==> src/rtl/led_sched_pkg.sv <==
// Shared types, defaults and round-robin helpers for the LED run scheduler.
package led_sched_pkg;

  typedef enum logic [1:0] {
    ST_IDLE  = 2'd0,
    ST_RUN   = 2'd1,
    ST_DONE  = 2'd2,
    ST_ABORT = 2'd3
  } state_e;

  localparam int DEF_CNT_W    = 9;
  localparam int DEF_TICK_DIV = 1500000;
  localparam int MAX_REQ      = 8;

  // One-hot winner: first active request after last_grant, wrapping modulo n.
  function automatic logic [7:0] rr_pick(input logic [7:0] req, input logic [2:0] last,
                                         input int unsigned n);
    logic [7:0] win;
    logic [2:0] idx;
    win = 8'd0;
    for (int unsigned i = 1; i <= 8; i++) begin
      idx = 3'((32'(last) + i) % n);
      if ((i <= n) && (win == 8'd0) && req[idx]) begin
        win[idx] = 1'b1;
      end else begin
        win = win;
      end
    end
    return win;
  endfunction

  function automatic logic [2:0] onehot_idx(input logic [7:0] oh);
    logic [2:0] idx;
    idx = 3'd0;
    for (int i = 0; i < 8; i++) begin
      if (oh[i]) begin
        idx = 3'(i);
      end else begin
        idx = idx;
      end
    end
    return idx;
  endfunction

endpackage

==> src/rtl/led_run_scheduler_tick_prescaler.sv <==
// Free-running divider producing a registered one-clock tick every TICK_DIV clocks.
module tick_prescaler
  import led_sched_pkg::*;
#(
  parameter int TICK_DIV = DEF_TICK_DIV
) (
  input  logic i_clk,
  input  logic i_rst,
  output logic o_tick
);

  localparam int W = (TICK_DIV > 1) ? $clog2(TICK_DIV) : 1;
  localparam logic [W-1:0] LAST = W'(TICK_DIV - 1);

  logic [W-1:0] r_div_cnt;
  logic [W-1:0] w_div_nxt;
  logic         r_tick;

  always_comb begin
    if (r_div_cnt == LAST) begin
      w_div_nxt = {W{1'b0}};
    end else begin
      w_div_nxt = r_div_cnt + W'(1);
    end
  end

  // Tick is registered against the next count so it lines up with div_cnt == TICK_DIV-1.
  always_ff @(posedge i_clk or posedge i_rst) begin
    if (i_rst) begin
      r_div_cnt <= {W{1'b0}};
      r_tick    <= 1'b0;
    end else begin
      r_div_cnt <= w_div_nxt;
      r_tick    <= (w_div_nxt == LAST);
    end
  end

  assign o_tick = r_tick;

endmodule

==> src/rtl/led_run_scheduler.sv <==
// Shares one tick-enabled LED up-counter between NUM_REQ requesters in round-robin order.
module led_run_scheduler
  import led_sched_pkg::*;
#(
  parameter int NUM_REQ  = 2,
  parameter int CNT_W    = DEF_CNT_W,
  parameter int TICK_DIV = DEF_TICK_DIV
) (
  input  logic               i_clk,
  input  logic               i_rst,
  input  logic [NUM_REQ-1:0] i_req,
  input  logic [CNT_W-1:0]   i_cfg_limit,
  output logic [NUM_REQ-1:0] o_grant,
  output logic               o_busy,
  output logic [CNT_W-1:0]   o_led,
  output logic [NUM_REQ-1:0] o_done,
  output logic               o_tick
);

  state_e             r_state;
  logic [NUM_REQ-1:0] r_grant;
  logic [NUM_REQ-1:0] r_done;
  logic               r_busy;
  logic [CNT_W-1:0]   r_led;
  logic [CNT_W-1:0]   r_limit;
  logic [2:0]         r_owner;
  logic [2:0]         r_last;
  logic [7:0]         w_win8;
  logic [2:0]         w_win_idx;
  logic               w_tick;

  tick_prescaler #(.TICK_DIV(TICK_DIV)) u_prescaler (
    .i_clk  (i_clk),
    .i_rst  (i_rst),
    .o_tick (w_tick)
  );

  assign w_win8    = rr_pick(8'(i_req), r_last, NUM_REQ);
  assign w_win_idx = onehot_idx(w_win8);

  // Arbitration and run FSM; owner loss wins over tick, compare precedes increment.
  always_ff @(posedge i_clk or posedge i_rst) begin
    if (i_rst) begin
      r_state <= ST_IDLE;
      r_grant <= {NUM_REQ{1'b0}};
      r_done  <= {NUM_REQ{1'b0}};
      r_busy  <= 1'b0;
      r_led   <= {CNT_W{1'b0}};
      r_limit <= {CNT_W{1'b0}};
      r_owner <= 3'd0;
      r_last  <= 3'(NUM_REQ - 1);
    end else begin
      case (r_state)
        ST_IDLE: begin
          if (|i_req) begin
            r_grant <= NUM_REQ'(w_win8);
            r_owner <= w_win_idx;
            r_limit <= i_cfg_limit;
            r_led   <= {CNT_W{1'b0}};
            r_busy  <= 1'b1;
            r_state <= ST_RUN;
          end else begin
            r_state <= ST_IDLE;
          end
        end
        ST_RUN: begin
          if ((i_req & r_grant) == {NUM_REQ{1'b0}}) begin
            r_state <= ST_ABORT;
          end else if (w_tick) begin
            if (r_led == r_limit) begin
              r_done  <= r_grant;
              r_state <= ST_DONE;
            end else begin
              r_led <= r_led + CNT_W'(1);
            end
          end else begin
            r_state <= ST_RUN;
          end
        end
        ST_DONE, ST_ABORT: begin
          r_done  <= {NUM_REQ{1'b0}};
          r_last  <= r_owner;
          r_grant <= {NUM_REQ{1'b0}};
          r_led   <= {CNT_W{1'b0}};
          r_busy  <= 1'b0;
          r_state <= ST_IDLE;
        end
        default: begin
          r_done  <= {NUM_REQ{1'b0}};
          r_grant <= {NUM_REQ{1'b0}};
          r_led   <= {CNT_W{1'b0}};
          r_busy  <= 1'b0;
          r_state <= ST_IDLE;
        end
      endcase
    end
  end

  assign o_grant = r_grant;
  assign o_busy  = r_busy;
  assign o_led   = r_led;
  assign o_done  = r_done;
  assign o_tick  = w_tick;

endmodule

==> config.mk <==
export PLATFORM = sky130hd
export DESIGN_NAME = led_run_scheduler
export DESIGN_NICKNAME = d
export VERILOG_FILES = /design/src/rtl/led_sched_pkg.sv /design/src/rtl/led_run_scheduler_tick_prescaler.sv /design/src/rtl/led_run_scheduler.sv
export SDC_FILE = /design/constraint.sdc
export NUM_CORES = 1
export LEC_CHECK = 0
export BUFFER_PORTS_ARGS = -buffer_cell sky130_fd_sc_hd__clkbuf_2
export CORE_UTILIZATION = 42
export DETAILED_ROUTE_END_ITERATION = 6
export PLACE_DENSITY_LB_ADDON = 0.1
export SLEW_MARGIN = 20
export SYNTH_ARGS = -nofsm -noshare
export SYNTH_HDL_FRONTEND = slang
export SYNTH_SLANG_ARGS = --single-unit
==> constraint.sdc <==
create_clock -name i_clk -period 2.6 [get_ports i_clk]
set_input_delay 0.39 -clock i_clk [delete_from_list [all_inputs] [get_ports i_clk]]
set_output_delay 0.39 -clock i_clk [all_outputs]
set_load 0.02 [all_outputs]
==> flow_metrics.py <==
metrics = {
    "place": {
        "placedCellCount": 344,
        "portBuffers": 27,
        "pre_cts_slack_ns": 0.3093,
        "hpwl_um": 3752,
        "gp_congestion": 0.7947,
    },
    "die": {
        "initial_core_util": 0.4480,
        "die_area_um2": 6332,
        "fp.dieH_um": 79.58,
        "ios": 28,
        "row_count": 27,
        "core_area_um2": 5642,
        "chipWidth_um": 79.58,
    },
    "timing": {
        "fin_setup_tns_ns": 0,
        "hold_viol_final": 0,
        "fmax_mhz": 437.5,
        "rsz0062_at_grt": "false",
        "tightest_slew_ns": 0.5353,
        "final-setup-viol-count": 0,
        "period_needed_ns": 2.286,
        "setup_slack_ns": 0.3143,
        "slew_viol_final": 0,
        "slew_headroom": 0.6431,
        "finClkSkew_ns": 0.01370,
        "post-route-period-util": 0.8791,
    },
    "layout": {
        "fin_nets": 294,
        "syn_to_final_growth_pct": 12.13,
        "stdcell_count": 352,
        "antenna_cells": 0,
        "final_layout_size_suffix_gt1_frac": 0.2214,
        "fillers": 522,
    },
    "status": {
        "status": "completed",
    },
    "clock_network": {
        "cts_sinks": 49,
        "ctsHoldBuffers": 0,
        "cts_setup_buffers": 0,
        "clk_latency_ns": 0.31,
        "clkTransAtPathRegs_ns": 0.09,
        "cts_tree": "done",
        "cts_buffers": 5,
        "cts_root_buffer": "clkbuf_8",
        "cts_max_level": 2,
        "clock_path_buffers": 2,
        "ctsResizeCount": 0,
    },
    "pwr": {
        "swShare": 0.3153,
        "pwr-share-clk": 0.234,
        "power.internal_mw": 1.315,
        "vdd_drop_max_v": 0.0003432,
        "p_per_area_nw_per_um2": 677.6,
        "leakage_nw": 1.236,
        "finalPower_mw": 1.920,
        "pwr-share-comb": 0.247,
        "pwr-share-seq": 0.519,
        "switchingPower_uw": 605.4,
    },
    "synthesis": {
        "synth_area_um2": 2527,
        "yosys.cell_types.count": 45,
        "ys_async_sr_fraction": 1.000,
        "syn_nets": 266,
        "yosysWarnings": 0,
        "synthFlopType": "dfrtp_1",
        "ys_ff_latch": 49,
        "syn_inst": 251,
        "synth_area_per_cell_um2": 10.07,
        "yosysSeqAreaShare": 0.4856,
        "synth_enable_flop_cells": 0,
    },
    "grt": {
        "grt_overflow": 0,
        "grt_pass1_wl_um": 8825,
        "grt_use_total": 0.1832,
        "grt_antenna_before_repair": 0,
        "grt_pass1_vias": 1852,
        "grt_start_max_net_pins": 37,
    },
    "detailed_routing": {
        "wl_um": 5108,
        "drc": 0,
        "detail_route.vias_per_cell": 5.369,
        "ant_nets": 0,
        "detail_route.wl_per_cell_um": 14.51,
        "vias": 1890,
        "drt_iter0_markers": 51,
        "drt_pass1_iterations": 4,
    },
    "job": {
        "maxCapViolCount": 0,
    },
    "setup_path": {
        "start_kind": "register",
        "crit_fanout": 7,
        "arrival_ns": 2.50,
        "crit_start": "u_prescaler.r_div_cnt[0]",
        "reg2reg_from": "u_prescaler.r_div_cnt[0]",
        "endpoint_kind": "register",
        "required_ns": 2.82,
        "critical_path_class": "register to register",
    },
    "worst_hold_path": {
        "hold_class": "primary input to asynchronous set/reset pin",
    },
}
[cells in the final DEF, fill, tap and decap left out, types with 3 or more instances in the layout]
cell type	netlist	final
mux2_2	12	12
nor2_1	28	28
a21oi_1	5	5
nor3_1	4	4
xor2_1	10	10
xnor2_1	19	19
dfrtp_1	48	48
buf_4	0	4
or4_1	3	3
inv_1	8	7
or3_1	3	3
nand4_1	6	6
nand3_1	13	13
o21ai_0	16	16
clkbuf_8	0	5
and3_1	5	5
nand2_1	18	18
a31oi_1	3	3
nand2b_1	5	5
clkbuf_2	0	27
[area by class of cell]
cell class                      instances  area (um2)  share of cell area
Timing Repair Buffer                   31       165.2             0.05828
Inverter                                8       30.03             0.01060
Clock buffer                            7       76.32             0.02693
Tap cell                               72       90.09             0.03179
Multi-Input combinational cell        184        1237              0.4366
Sequential cell                        49        1227              0.4331
Clock inverter                          1       7.507            0.002649
[worst max-delay path, stage by stage, from the launching register on]
cell	delay [ns]
dfrtp_1	0.48
ha_1	0.27
nand2_1	0.14
or3_1	0.42
xnor2_1	0.15
or4_1	0.49
nor4_2	0.24
[flip-flops by register name, summed over array words and instances (netlist names)]
signal and cells:
r_owner 1, o_done 2, u_prescaler.o_tick 1, r_limit 9, o_led 9, r_last 1, u_prescaler.r_div_cnt 21, o_busy 1
r_state 2, o_grant 2
[per-stage QoR]
| step | instance area [um2] | utilization | hold slack [ns] |
|---|---|---|---|
| final | 2834 | 0.5023 | 0.001598 |
| after global routing | 2834 | 0.5023 | 0.02108 |
| after CTS | 2834 | 0.5023 | 0.008721 |
| after detailed placement | 2750 | 0.4875 | 0.3401 |
| after global placement | 2750 | 0.4875 | 0.3368 |
| after floorplan | 2527 | - | 0.4722 |
[kinds of logic (layout without fill, tap and decap cells)]
family,Yosys count,in the layout,share of synthesized area
muxes,14,14,0.06139
xor gates and xnor gates,29,29,0.1005
and+or+nand+nor,108,108,0.2431
DFF,49,49,0.4856
AOI/OAI and AO/OA,31,31,0.07228
buffers and inverters,18,47,0.02723
adders and majority gates,2,2,0.009899
[cells in the mapped netlist (5+ instances only)]
library cell,n,area (um2)
o21ai_0,16,80.08
a21oi_1,5,25.02
nand4_1,6,37.54
dfrtp_1,48,1201
xnor2_1,19,166.4
clkbuf_1,9,33.78
and3_1,5,31.28
nand3_1,13,65.06
nand2b_1,5,31.28
xor2_1,10,87.58
nor2_1,28,105.1
inv_1,8,30.03
nand2_1,18,67.56
mux2_2,12,135.1
[power by group through the flow]
| stage | clock, mW | sequential (mW) | combinational, mW |
|---|---|---|---|
| 2_1_floorplan | 0 | 0.992 | 0.385 |
| 4_1_cts | 0.466 | 1.00 | 0.483 |
| 3_5_place_dp | 0 | 1.02 | 0.480 |
| 5_1_grt | 0.505 | 1.02 | 0.539 |
| 3_3_place_gp | 0 | 1.01 | 0.479 |
| 6_report | 0.450 | 0.997 | 0.474 |
[per-layer routing]
layer | global-route usage | share of wire | vias up
met5 | 0 | 0 | -
met4 | 0.07091 | 0.012 | 0
met3 | 0.03657 | 0.032 | 5
met2 | 0.3000 | 0.50 | 31
met1 | 0.2364 | 0.46 | 919
li1 | - | - | 935
[path summary, 6_finish.rpt]
path                            cells after the start                         to  slack (ns)
worst max-delay path                                6         u_prescaler.o_tick        0.31
worst min-delay path                                2  u_prescaler.r_div_cnt[10]       0.002
worst max register to register                      6         u_prescaler.o_tick        0.31
worst min register to register                      1                  r_last[0]        0.50
max in group asynchronous                           3                  r_last[0]        1.84
min in group i_clk                                  2                 r_limit[8]        0.30
No activity file was read; power rests on OpenSTA's default activity.
